[src/rtl/bcd_lap_counter.sv]
// Multi-digit BCD up/down counter with a clock prescaler, preset load,
// sticky expiry on down-count underflow and a lap-freeze display register.
module bcd_lap_counter #(
    parameter int CLK_FREQ   = 100000000,
    parameter int TICK_HZ    = 1,
    parameter int NUM_DIGITS = 2
) (
    input  logic                      clk,
    input  logic                      init_regs,
    input  logic                      count_enabled,
    input  logic                      count_down,
    input  logic                      load,
    input  logic [4*NUM_DIGITS-1:0]   load_value,
    input  logic                      lap,
    output logic [4*NUM_DIGITS-1:0]   time_reading,
    output logic [4*NUM_DIGITS-1:0]   live_count,
    output logic                      tick,
    output logic                      wrap,
    output logic                      expired
);

    localparam int W   = 4 * NUM_DIGITS;
    localparam int DIV = CLK_FREQ / TICK_HZ;
    localparam int PW  = (DIV > 1) ? $clog2(DIV) : 1;

    typedef enum logic [0:0] {
        ST_LIVE = 1'b0,
        ST_LAP  = 1'b1
    } disp_state_t;

    disp_state_t     state_q;
    logic [PW-1:0]   presc_q, presc_d;
    logic [W-1:0]    live_q, live_d;
    logic [W-1:0]    lap_q;
    logic [W-1:0]    time_q;
    logic            expired_q, expired_d;
    logic            tick_q, tick_d;
    logic            wrap_q, wrap_d;

    function automatic logic [W-1:0] bcd_clamp(input logic [W-1:0] v);
        logic [W-1:0] r;
        r = v;
        for (int i = 0; i < NUM_DIGITS; i++) begin
            if (v[4*i +: 4] > 4'd9) begin
                r[4*i +: 4] = 4'd9;
            end else begin
                r[4*i +: 4] = v[4*i +: 4];
            end
        end
        return r;
    endfunction

    function automatic logic [W-1:0] bcd_inc(input logic [W-1:0] v);
        logic [W-1:0] r;
        logic         carry;
        r     = v;
        carry = 1'b1;
        for (int i = 0; i < NUM_DIGITS; i++) begin
            if (carry) begin
                if (v[4*i +: 4] >= 4'd9) begin
                    r[4*i +: 4] = 4'd0;
                end else begin
                    r[4*i +: 4] = v[4*i +: 4] + 4'd1;
                    carry       = 1'b0;
                end
            end else begin
                r[4*i +: 4] = v[4*i +: 4];
            end
        end
        return r;
    endfunction

    function automatic logic [W-1:0] bcd_dec(input logic [W-1:0] v);
        logic [W-1:0] r;
        logic         borrow;
        r      = v;
        borrow = 1'b1;
        for (int i = 0; i < NUM_DIGITS; i++) begin
            if (borrow) begin
                if (v[4*i +: 4] == 4'd0) begin
                    r[4*i +: 4] = 4'd9;
                end else begin
                    r[4*i +: 4] = v[4*i +: 4] - 4'd1;
                    borrow      = 1'b0;
                end
            end else begin
                r[4*i +: 4] = v[4*i +: 4];
            end
        end
        return r;
    endfunction

    function automatic logic bcd_all_nines(input logic [W-1:0] v);
        logic r;
        r = 1'b1;
        for (int i = 0; i < NUM_DIGITS; i++) begin
            if (v[4*i +: 4] != 4'd9) begin
                r = 1'b0;
            end else begin
                r = r;
            end
        end
        return r;
    endfunction

    // Prescaler and live count next state; load beats any same-cycle tick.
    always_comb begin
        presc_d   = presc_q;
        live_d    = live_q;
        expired_d = expired_q;
        tick_d    = 1'b0;
        wrap_d    = 1'b0;
        if (load) begin
            live_d    = bcd_clamp(load_value);
            presc_d   = '0;
            expired_d = 1'b0;
        end else if (count_enabled && !expired_q) begin
            if (presc_q == PW'(DIV - 1)) begin
                presc_d = '0;
                tick_d  = 1'b1;
                if (count_down) begin
                    if (live_q == '0) begin
                        expired_d = 1'b1;
                    end else begin
                        live_d = bcd_dec(live_q);
                    end
                end else begin
                    live_d = bcd_inc(live_q);
                    wrap_d = bcd_all_nines(live_q);
                end
            end else begin
                presc_d = presc_q + PW'(1);
            end
        end else begin
            presc_d = presc_q;
        end
    end

    // State registers plus the LIVE/LAP display FSM with a registered reading.
    always_ff @(posedge clk) begin
        if (init_regs) begin
            presc_q   <= '0;
            live_q    <= '0;
            lap_q     <= '0;
            time_q    <= '0;
            expired_q <= 1'b0;
            tick_q    <= 1'b0;
            wrap_q    <= 1'b0;
            state_q   <= ST_LIVE;
        end else begin
            presc_q   <= presc_d;
            live_q    <= live_d;
            expired_q <= expired_d;
            tick_q    <= tick_d;
            wrap_q    <= wrap_d;
            if (load) begin
                state_q <= ST_LIVE;
                time_q  <= live_d;
            end else begin
                case (state_q)
                    ST_LIVE: begin
                        if (lap) begin
                            lap_q   <= live_q;
                            state_q <= ST_LAP;
                            time_q  <= live_q;
                        end else begin
                            time_q  <= live_d;
                        end
                    end
                    ST_LAP: begin
                        if (lap) begin
                            state_q <= ST_LIVE;
                            time_q  <= live_d;
                        end else begin
                            time_q  <= lap_q;
                        end
                    end
                    default: begin
                        state_q <= ST_LIVE;
                        time_q  <= live_d;
                    end
                endcase
            end
        end
    end

    assign time_reading = time_q;
    assign live_count   = live_q;
    assign tick         = tick_q;
    assign wrap         = wrap_q;
    assign expired      = expired_q;

endmodule
[config.mk]
export PLATFORM = sky130hd
export DESIGN_NAME = bcd_lap_counter
export DESIGN_NICKNAME = d
export VERILOG_FILES = /design/src/rtl/bcd_lap_counter.sv
export SDC_FILE = /design/constraint.sdc
export NUM_CORES = 1
export LEC_CHECK = 0
export ABC_AREA = 1
export ABC_CLOCK_PERIOD_IN_PS = 1600
export CAP_MARGIN = 0
export CORE_UTILIZATION = 51
export DETAILED_ROUTE_END_ITERATION = 16
export PLACE_DENSITY = 0.76
export SETUP_SLACK_MARGIN = 0.1
export SYNTH_ARGS = -nofsm -noshare
export SYNTH_HDL_FRONTEND = slang
export SYNTH_SLANG_ARGS = --single-unit
export TNS_END_PERCENT = 50
[constraint.sdc]
create_clock -name clk -period 1.6 [get_ports clk]
set_input_delay 0.16 -clock clk [delete_from_list [all_inputs] [get_ports clk]]
set_output_delay 0.16 -clock clk [all_outputs]
set_load 0.01 [all_outputs]
## Word level (Yosys, flattened, before mapping)

Cells that the tools add are included.

- Register bits: 55
- Output and inout bits: 19
- Word-level logic and storage cells: 68

- Add/subtract/negate cells: 5
- Magnitude comparators: 4
- Equal/unequal tests: 3
- Muxes and demuxes: 34
- Bitwise gates (word level): 4
- Reductions and logical operators: 10

Operators by type and width:

| operator | count |
|---|---|
| $mux 8 | 8 |
| $mux 4 | 8 |
| $add 27x1->27 const B | 1 |
| $eq 27x27->1 const B | 1 |
| $mux 27 | 1 |
| $pmux 8 s2 | 1 |
| $mux 1 | 15 |
| $add 4x1->4 const B | 2 |
| $ge 4x4->1 const B | 2 |
| $gt 4x4->1 const B | 2 |
| $logic_not 4->1 | 2 |
| $logic_not 8->1 | 1 |
| $ne 4x4->1 const B | 2 |
| $sub 4x1->4 const B | 2 |
| $reduce_or 6->1 | 1 |
| $not 1->1 | 4 |
| $reduce_and 4->1 | 1 |
| $reduce_and 3->1 | 1 |
| $reduce_or 3->1 | 1 |
| $pmux 1 s2 | 1 |
| $reduce_or 2->1 | 1 |
| $logic_and 1x1->1 | 1 |
| $logic_not 1->1 | 1 |

## Depth between registers and ports, before layout

Gate-level depths: netlist of run 1.

- Word-level depth: 16
- Depth in mapped cells: 16
- Gate-level depth less buffers: 16

## Worst setup path before layout of run 1

No wires, ideal clock.

- Path kind: register -> register
- Start: register live_q[0] (netlist: live_count[0])
- End: register time_q[6] (netlist: time_reading[6])
- Library setup time: 0.112 ns
- Arrival time: 1.619 ns
- Data required time: 1.488 ns
- Path slack: -0.131 ns
- Stages on the path, launching flop included: 15
- Buffers on the path: 0
- Clock period less this slack: 1.731 ns
- Cells stage by stage: dfxtp_1 -> inv_1 -> ha_1 -> nand2_2 -> nand2_1 -> nand3_1 -> nand2_1 -> nand3_1 -> nand3_1 -> nand2_1 -> nand2_1 -> nand2_1 -> nand2_1 -> nand2_1 -> nand2_1

- Cells in the longest elaborated chain, start to end: 16

RTL lines:

| what | line | source |
|---|---|---|
| start: declaration | 33 | `logic [W-1:0] live_q, live_d;` |
| start signal: assignment | 152 | `live_q <= live_d;` |
| $logic_not 4->1 | 80 | `if (v[4*i +: 4] == 4'd0) begin` |
| $mux 1 | 80 |  |
| $mux 1 | 122 | `if (live_q == '0) begin` |
| $mux 1 | 121 | `if (count_down) begin` |
| $mux 1 | 118 | `if (presc_q == PW'(DIV - 1)) begin` |
| $mux 1 | 117 | `end else if (count_enabled && !expired_q) begin` |
| $mux 1 | 113 | `if (load) begin` |
| $mux 4 | 79 | `if (borrow) begin` |
| $mux 8 | 122 |  |
| $mux 8 (*) | 121 |  |
| $mux 8 (*) | 118 |  |
| $mux 8 (*) | 117 |  |
| $mux 8 (*) | 113 |  |
| $mux 8, on equally long branches | 171, 162 |  |
| $pmux 8 s2 | 160 | `case (state_q)` |
| $mux 8 (*) | 156 | `if (load) begin` |
| end signal: assignment | 158 | `time_q <= live_d;` |
| end signal: assignment | 173 | `time_q <= live_d;` |
| end signal: assignment | 175 | `time_q <= lap_q;` |
| end: declaration | 35 | `logic [W-1:0] time_q;` |

Mark *: on every way between the ends. The rest lies on a longest branch, timed or not. The select of a mux whose other input is x is not followed.
A chain may end at the register's enable or synchronous reset.

## Worst setup path in the final report of run 1

Same ends and word-level chain as after synthesis.

==> reports/results.txt, run 1 <==
outcome - complete, but fails checks
failing checks - negative setup slack
# rows - 28
antenna violation net count after detailed routing - 0
final period utilization - 1.12
post-synthesis cell area - 3210 sq um
# DRC - 0
Multi-input gate area - 2230 sq um
vias in the first global route - 3463
grt total ovfl - 0
Starting Density - 0.536
Root Driver - clkbuf_8
Core Area - 5990 sq um
drt via density - 5.74
Crit path buffers/inverters - 2
Reg2Reg Depth - 16
die area - 6610 sq um
post-synthesis cell type count - 35
Setup crit start kind - flip-flop
n_diodes - 0
Design Power - 2.86 mW
crit-path cells - inv_4 -> ha_4 -> nand2_4 -> nor2_4 -> buf_6 -> nand2_1 -> nand2_1 -> nand2_1 -> nand2_1 -> nand3_1 -> nand2_1 -> nand2_1 -> nand2_1 -> nand2_1 -> nand2_1 -> nand2_1
Slowest Stage Delay on Critical Path - 0.37 ns
fin. max-slew vios - 0
critical path data required time - 1.82 ns
slew margin rel. - 0.651
nets - 638
peak supply drop - 0.409 mV
Seq/Total Area, Yosys - 0.343
Critical-path top delay cell - dfxtp_4
Hold Startpoint - lap_q[7]
pin slew with the least headroom to its limit - 0.519 ns
Hold Slack - 0.462 ns
Syn Inst Count - 486
Total Routed Length - 11700 um
clock sink count - 55
non-filler cells, final - 692
detailed router's first-iteration violation count - 488
Max Fclk - 557 MHz
Area Overhead vs Synth - 54.9%
worst skew pair latency - 0.31 ns
drt first pass iters - 6
die height - 81.3 um
Num CTS Buffers - 5
detailed-placement wirelength estimate - 6970 um
CTS Buffer Depth - 2
max_cap viols - 0
Layout Cell Area excl Fill - 4970 sq um
EDFF count, synth - 0
Hold Crit Endpoint - lap_q[7]
final hold vios - 0
Setup Skew - 0.00632 ns
first-pass GRT wire length - 15700 um
most used cell along the critical path - nand2_1
CTS clock-pin slew for the worst setup and hold paths - 0.10 ns
top-area cell type share of the netlist area - 0.343
final setup violation count - 23
total I/O pin count - 33
r2r startpoint - live_count[0]
hold crit path type - flip-flop to flip-flop
Max FO, Critical Path - 8
leakage power - 2.18 nW
Seq cells post-synth - 55
total track usage - 0.307
reg-to-reg endpoint - time_reading[6]
Vias - 3970
CTS Hold Buffers Added - 0
dominant cells by area after synthesis - dfxtp_1 34%, nand2_1 16%, inv_1 6.8%, a21oi_1 5.9%, nand3_1 5.5%
worst reg-to-reg setup slack - -0.19 ns
largest net degree at the start of global routing - 16
Worst Hold Path Cells - 2
RSZ-0062 raised after global routing - true
Final GP Congestion - 0.933
Die W - 81.3 um
ys flop type - dfxtp_1
share of layout cells above drive strength 1 - 0.407
cell family with most CP delay - simple AND/OR/NAND/NOR gates
Layout fillers - 334
post-route setup slack - -0.194 ns
synth cell count leaders - 134 x nand2_1, 58 x inv_1, 55 x dfxtp_1, 39 x nor2_1, 38 x a21oi_1
area leader, netlist - dfxtp_1
post-place setup slack - -0.310 ns
initial antenna violation count - 0
Placed Instances - 663
most common cell in the netlist - nand2_1
PwrDens - 576 nW/um^2
FFs w/ async S/R, synth - 0
synth warn - 0
Routed WL per cell - 16.9 um
synthesized net count - 508
FF/Latch Area - 1150 sq um
Mapped Avg Cell Area - 6.60 sq um
H-Tree Depth - 2
CTS tree - done
Post-DP Area - 4250 sq um
CP Capture Type - flip-flop
Arr. time, crit path - 2.01 ns
crit path kind - flip-flop to flip-flop
PortBufs - 32
min Tclk post-route - 1.79 ns
## state kept, by name (all words and copies together), names as in the netlist
register	flops
lap_q	8
live_count	8
expired	1
state_q	1
presc_q	27
tick	1
wrap	1
time_reading	8
## worst max-delay path by stage
stage                     depth (start not counted)         endpoint           from  slack, ns
final                                            16  time_reading[6]  live_count[0]      -0.19
after global routing                             12  time_reading[6]    presc_q[22]      -0.26
after CTS                                        12  time_reading[0]     presc_q[0]      -0.05
after detailed placement                         12  time_reading[0]  count_enabled      -0.31
after global placement                           12  time_reading[0]  count_enabled      -0.24
after floorplan                                  15  time_reading[0]  live_count[1]      0.001
## final cells by class
| type | instances | share of cell area |
|---|---|---|
| timing repair buffer | 132 | 0.226 |
| sequential | 55 | 0.231 |
| tap | 75 | 0.0189 |
| clock buffer | 7 | 0.0154 |
| inverter | 72 | 0.0579 |
| clock inverter | 1 | 0.00101 |
| multi-input combinational | 350 | 0.450 |
## kinds of logic (layout without fill, tap and decap cells)
| family | Yosys count | count (layout) | share of synthesized area |
|---|---|---|---|
| flops | 55 | 55 | 0.343 |
| compound gates | 75 | 75 | 0.127 |
| buf+inv | 81 | 212 | 0.0963 |
| fa+ha+maj | 8 | 8 | 0.0312 |
| simple gates | 259 | 259 | 0.380 |
| xor+xnor | 8 | 8 | 0.0218 |
## worst register-to-register path: stages, from the launching register on
cell,delay (ns)
dfxtp_4,0.37
inv_4,0.06
ha_4,0.15
nand2_4,0.07
nor2_4,0.11
buf_6,0.16
nand2_1,0.07
nand2_1,0.07
nand2_1,0.06
nand2_1,0.07
nand3_1,0.08
nand2_1,0.12
nand2_1,0.07
nand2_1,0.07
nand2_1,0.06
nand2_1,0.06
nand2_1,0.05
## placed cells by master, fill, tap and decap left out, drive strengths merged
master           n
o221a            1
nor2            50
nor3b            2
xnor2            2
buf            100
nand3b           1
nor3            13
inv             69
clkbuf           7
a221oi           1
nand2          141
clkinv           4
o21a             3
nor4             2
a21oi           38
xor2             6
or2              3
dfxtp           55
nand3           39
o21ai           22
o22ai            8
a21boi           2
dlygate4sd2      8
ha               8
nand4            8
clkdlybuf4s50   24
## power by group
group / leakage (nW) / internal (mW) / total, mW / switching (mW)
clock: 0.0422 / 0.309 / 0.769 / 0.460
combinational: 1.68 / 0.292 / 0.663 / 0.370
sequential: 0.460 / 1.40 / 1.43 / 0.0277
## metrics by stage
stage,TNS [ns],util
2_1_floorplan,0,-
3_3_place_gp,-5.10,0.710
3_5_place_dp,-6.84,0.710
4_1_cts,-0.331,0.765
5_1_grt,-3.73,0.829
6_report,-1.57,0.829
## repair_timing
action | in CTS | in global routing
endpoints found under the setup margin | 48 | 40
pin swaps | 36 | 32
gates resized for setup | 60 | 87
buffers inserted | 12 | 10
## layer usage
layer | track usage | wire, um | up-vias
met5 | 0 | 0 | -
met4 | 0.0964 | 425 | 0
met3 | 0.0472 | 1040 | 56
met2 | 0.516 | 5570 | 285
met1 | 0.399 | 4630 | 1815
li1 | - | - | 1814
Power figures use the tool's default switching activity.
==> inputs of run 2 (changes only) <==
--- a/config.mk
+++ b/config.mk
@@ -11,6 +11,7 @@
 export CORE_UTILIZATION = 51
 export DETAILED_ROUTE_END_ITERATION = 16
 export PLACE_DENSITY = 0.76
+export RECOVER_POWER = 50
 export SETUP_SLACK_MARGIN = 0.1
 export SYNTH_ARGS = -nofsm -noshare
 export SYNTH_HDL_FRONTEND = slang
==> reports/results.txt, run 2 (synthesis gave the netlist of run 1 again) <==
Total Routed Length - 11600 um
share of layout cells above drive strength 1 - 0.405
first-pass GRT wire length - 15700 um
die height - 81.3 um
die area - 6610 sq um
fin. max-slew vios - 0
crit path kind - flip-flop to flip-flop
CTS tree - done
CP Capture Type - flip-flop
PortBufs - 32
total track usage - 0.307
drt first pass iters - 7
grt total ovfl - 0
Worst setup endpoint - time_reading[6]
vias in the first global route - 3463
CTS clock-pin slew for the worst setup and hold paths - 0.10 ns
Core Area - 5990 sq um
Final GP Congestion - 0.933
highest-count cells in the layout ignoring fill and taps - 109 x nand2_1, 88 x buf_4, 48 x inv_1
Hold Slack - 0.462 ns
Max Fclk - 553 MHz
max reg flops - 27
CTS Hold Buffers Added - 0
most common cell after layout, fill and taps aside - nand2_1
n_diodes - 0
Setup crit start kind - flip-flop
slew margin rel. - 0.651
hold crit path type - flip-flop to flip-flop
Sw Pwr - 856 uW
Design Power - 2.86 mW
reg-to-reg endpoint - time_reading[6]
crit-path cells - nand2_1 -> nor2_4 -> nand3_4 -> nor2_4 -> nand2_4 -> a21oi_1 -> nand2_1 -> nand2_1 -> nand2_1 -> nand2_1 -> nand2_1 -> nand2_1
failing checks - negative setup slack
total I/O pin count - 33
clock sink count - 55
most used cell along the critical path - nand2_1
Max FO, Critical Path - 6
pin slew with the least headroom to its limit - 0.519 ns
post-route setup slack - -0.207 ns
internal cell power - 2.00 mW
worst setup path startpoint - presc_q[22]
antenna violation net count after detailed routing - 0
min Tclk post-route - 1.81 ns
largest net degree at the start of global routing - 16
Slowest Stage Delay on Critical Path - 0.35 ns
r2r startpoint - presc_q[22]
Area Overhead vs Synth - 54.8%
sw frac - 0.300
cell family with most CP delay - simple AND/OR/NAND/NOR gates
final period utilization - 1.13
critical path data required time - 1.86 ns
leakage power - 2.18 nW
Routed WL per cell - 16.8 um
Critical-path top delay cell - dfxtp_1
Vias - 3966
final hold vios - 0
Starting Density - 0.536
clock share of power - 0.268
H-Tree Depth - 2
worst reg-to-reg setup slack - -0.21 ns
detailed router's first-iteration violation count - 478
Reg2Reg Depth - 12
sequential share of power - 0.500
peak supply drop - 0.407 mV
PwrDens - 575 nW/um^2
Die W - 81.3 um
# rows - 28
Layout fillers - 335
Levels on crit path - 12
# DRC - 0
detailed-placement wirelength estimate - 6970 um
largest register by flop count - presc_q
Crit path buffers/inverters - 0
Setup Skew - 0.00533 ns
nets - 638
initial antenna violation count - 0
final setup violation count - 24
CTS Buffer Depth - 2
max_cap viols - 0
Root Driver - clkbuf_8
outcome - complete, but fails checks
Num CTS Buffers - 5
RSZ-0062 raised after global routing - true
Arr. time, crit path - 2.07 ns
worst skew pair latency - 0.31 ns
Gate power share - 0.232
drt via density - 5.73
-- run 2: cell count changes in the layout (fill, tap and decap cells not counted) --
| cell | previous run | this run |
|---|---|---|
| clkdlybuf4s50_1 | 24 | 23 |
| dfxtp_2 | 14 | 13 |
| dfxtp_1 | 33 | 34 |
| dlygate4sd3_1 | 0 | 1 |
-- run 2: per-layer routing --
layer  vias to the layer above  share of wire  track usage
met5                         -              0            0
met4                         0          0.041       0.0964
met3                        67          0.087       0.0472
met2                       277           0.47        0.516
met1                      1803           0.40        0.399
li1                       1819              -            -
-- run 2: worst min-delay path by stage --
stage | from | endpoint | slack [ns] | depth (start not counted)
after CTS | lap_q[7] | lap_q[7] | 0.46 | 2
after detailed placement | lap_q[7] | lap_q[7] | 0.45 | 2
after global placement | lap_q[4] | lap_q[4] | 0.44 | 2
final | lap_q[7] | lap_q[7] | 0.46 | 2
after floorplan | load_value[7] | time_reading[7] | 0.30 | 2
after global routing | lap_q[7] | lap_q[7] | 0.48 | 2
-- run 2: worst register-to-register path, stage by stage (launching register included) --
cell and delay (ns):
dfxtp_1 0.35, nand2_1 0.13, nor2_4 0.17, nand3_4 0.12, nor2_4 0.19, nand2_4 0.13, a21oi_1 0.21, nand2_1 0.13
nand2_1 0.09, nand2_1 0.06, nand2_1 0.07, nand2_1 0.05, nand2_1 0.06
-- run 2: timing repair --
item,CTS,global route
endpoints found under the setup margin,48,40
pin swaps,36,32
setup buffers,12,10
gates resized for setup,60,87
-- run 2: final cells by class --
| class | instances | area, sq um | share of cell area |
|---|---|---|---|
| clock buffer | 7 | 76.3 | 0.0154 |
| clock inverter | 1 | 5.00 | 0.00101 |
| inverter | 72 | 288 | 0.0579 |
| multi-input combinational | 350 | 2230 | 0.450 |
| sequential | 55 | 1150 | 0.231 |
| tap | 75 | 93.8 | 0.0189 |
| timing repair buffer | 132 | 1120 | 0.226 |
-- run 2: power by group through the flow --
stage	combinational, mW	sequential (mW)	clock (mW)
after global routing	0.703	1.43	0.822
after global placement	0.525	1.46	0
after detailed placement	0.532	1.46	0
final	0.662	1.43	0.767
after floorplan	0.263	1.47	0
after CTS	0.566	1.43	0.776
-- run 2: metrics by stage --
stage	std cells	util	setup TNS (ns)	cell area (sq um)	setup slack, ns
detailed placement	663	0.710	-6.84	4250	-0.310
finish	692	0.829	-1.53	4970	-0.207
CTS	683	0.765	-0.331	4580	-0.0497
floorplan	486	-	0	3270	0.00132
global route	692	0.829	-3.83	4970	-0.265
global placement	663	0.710	-5.10	4250	-0.236
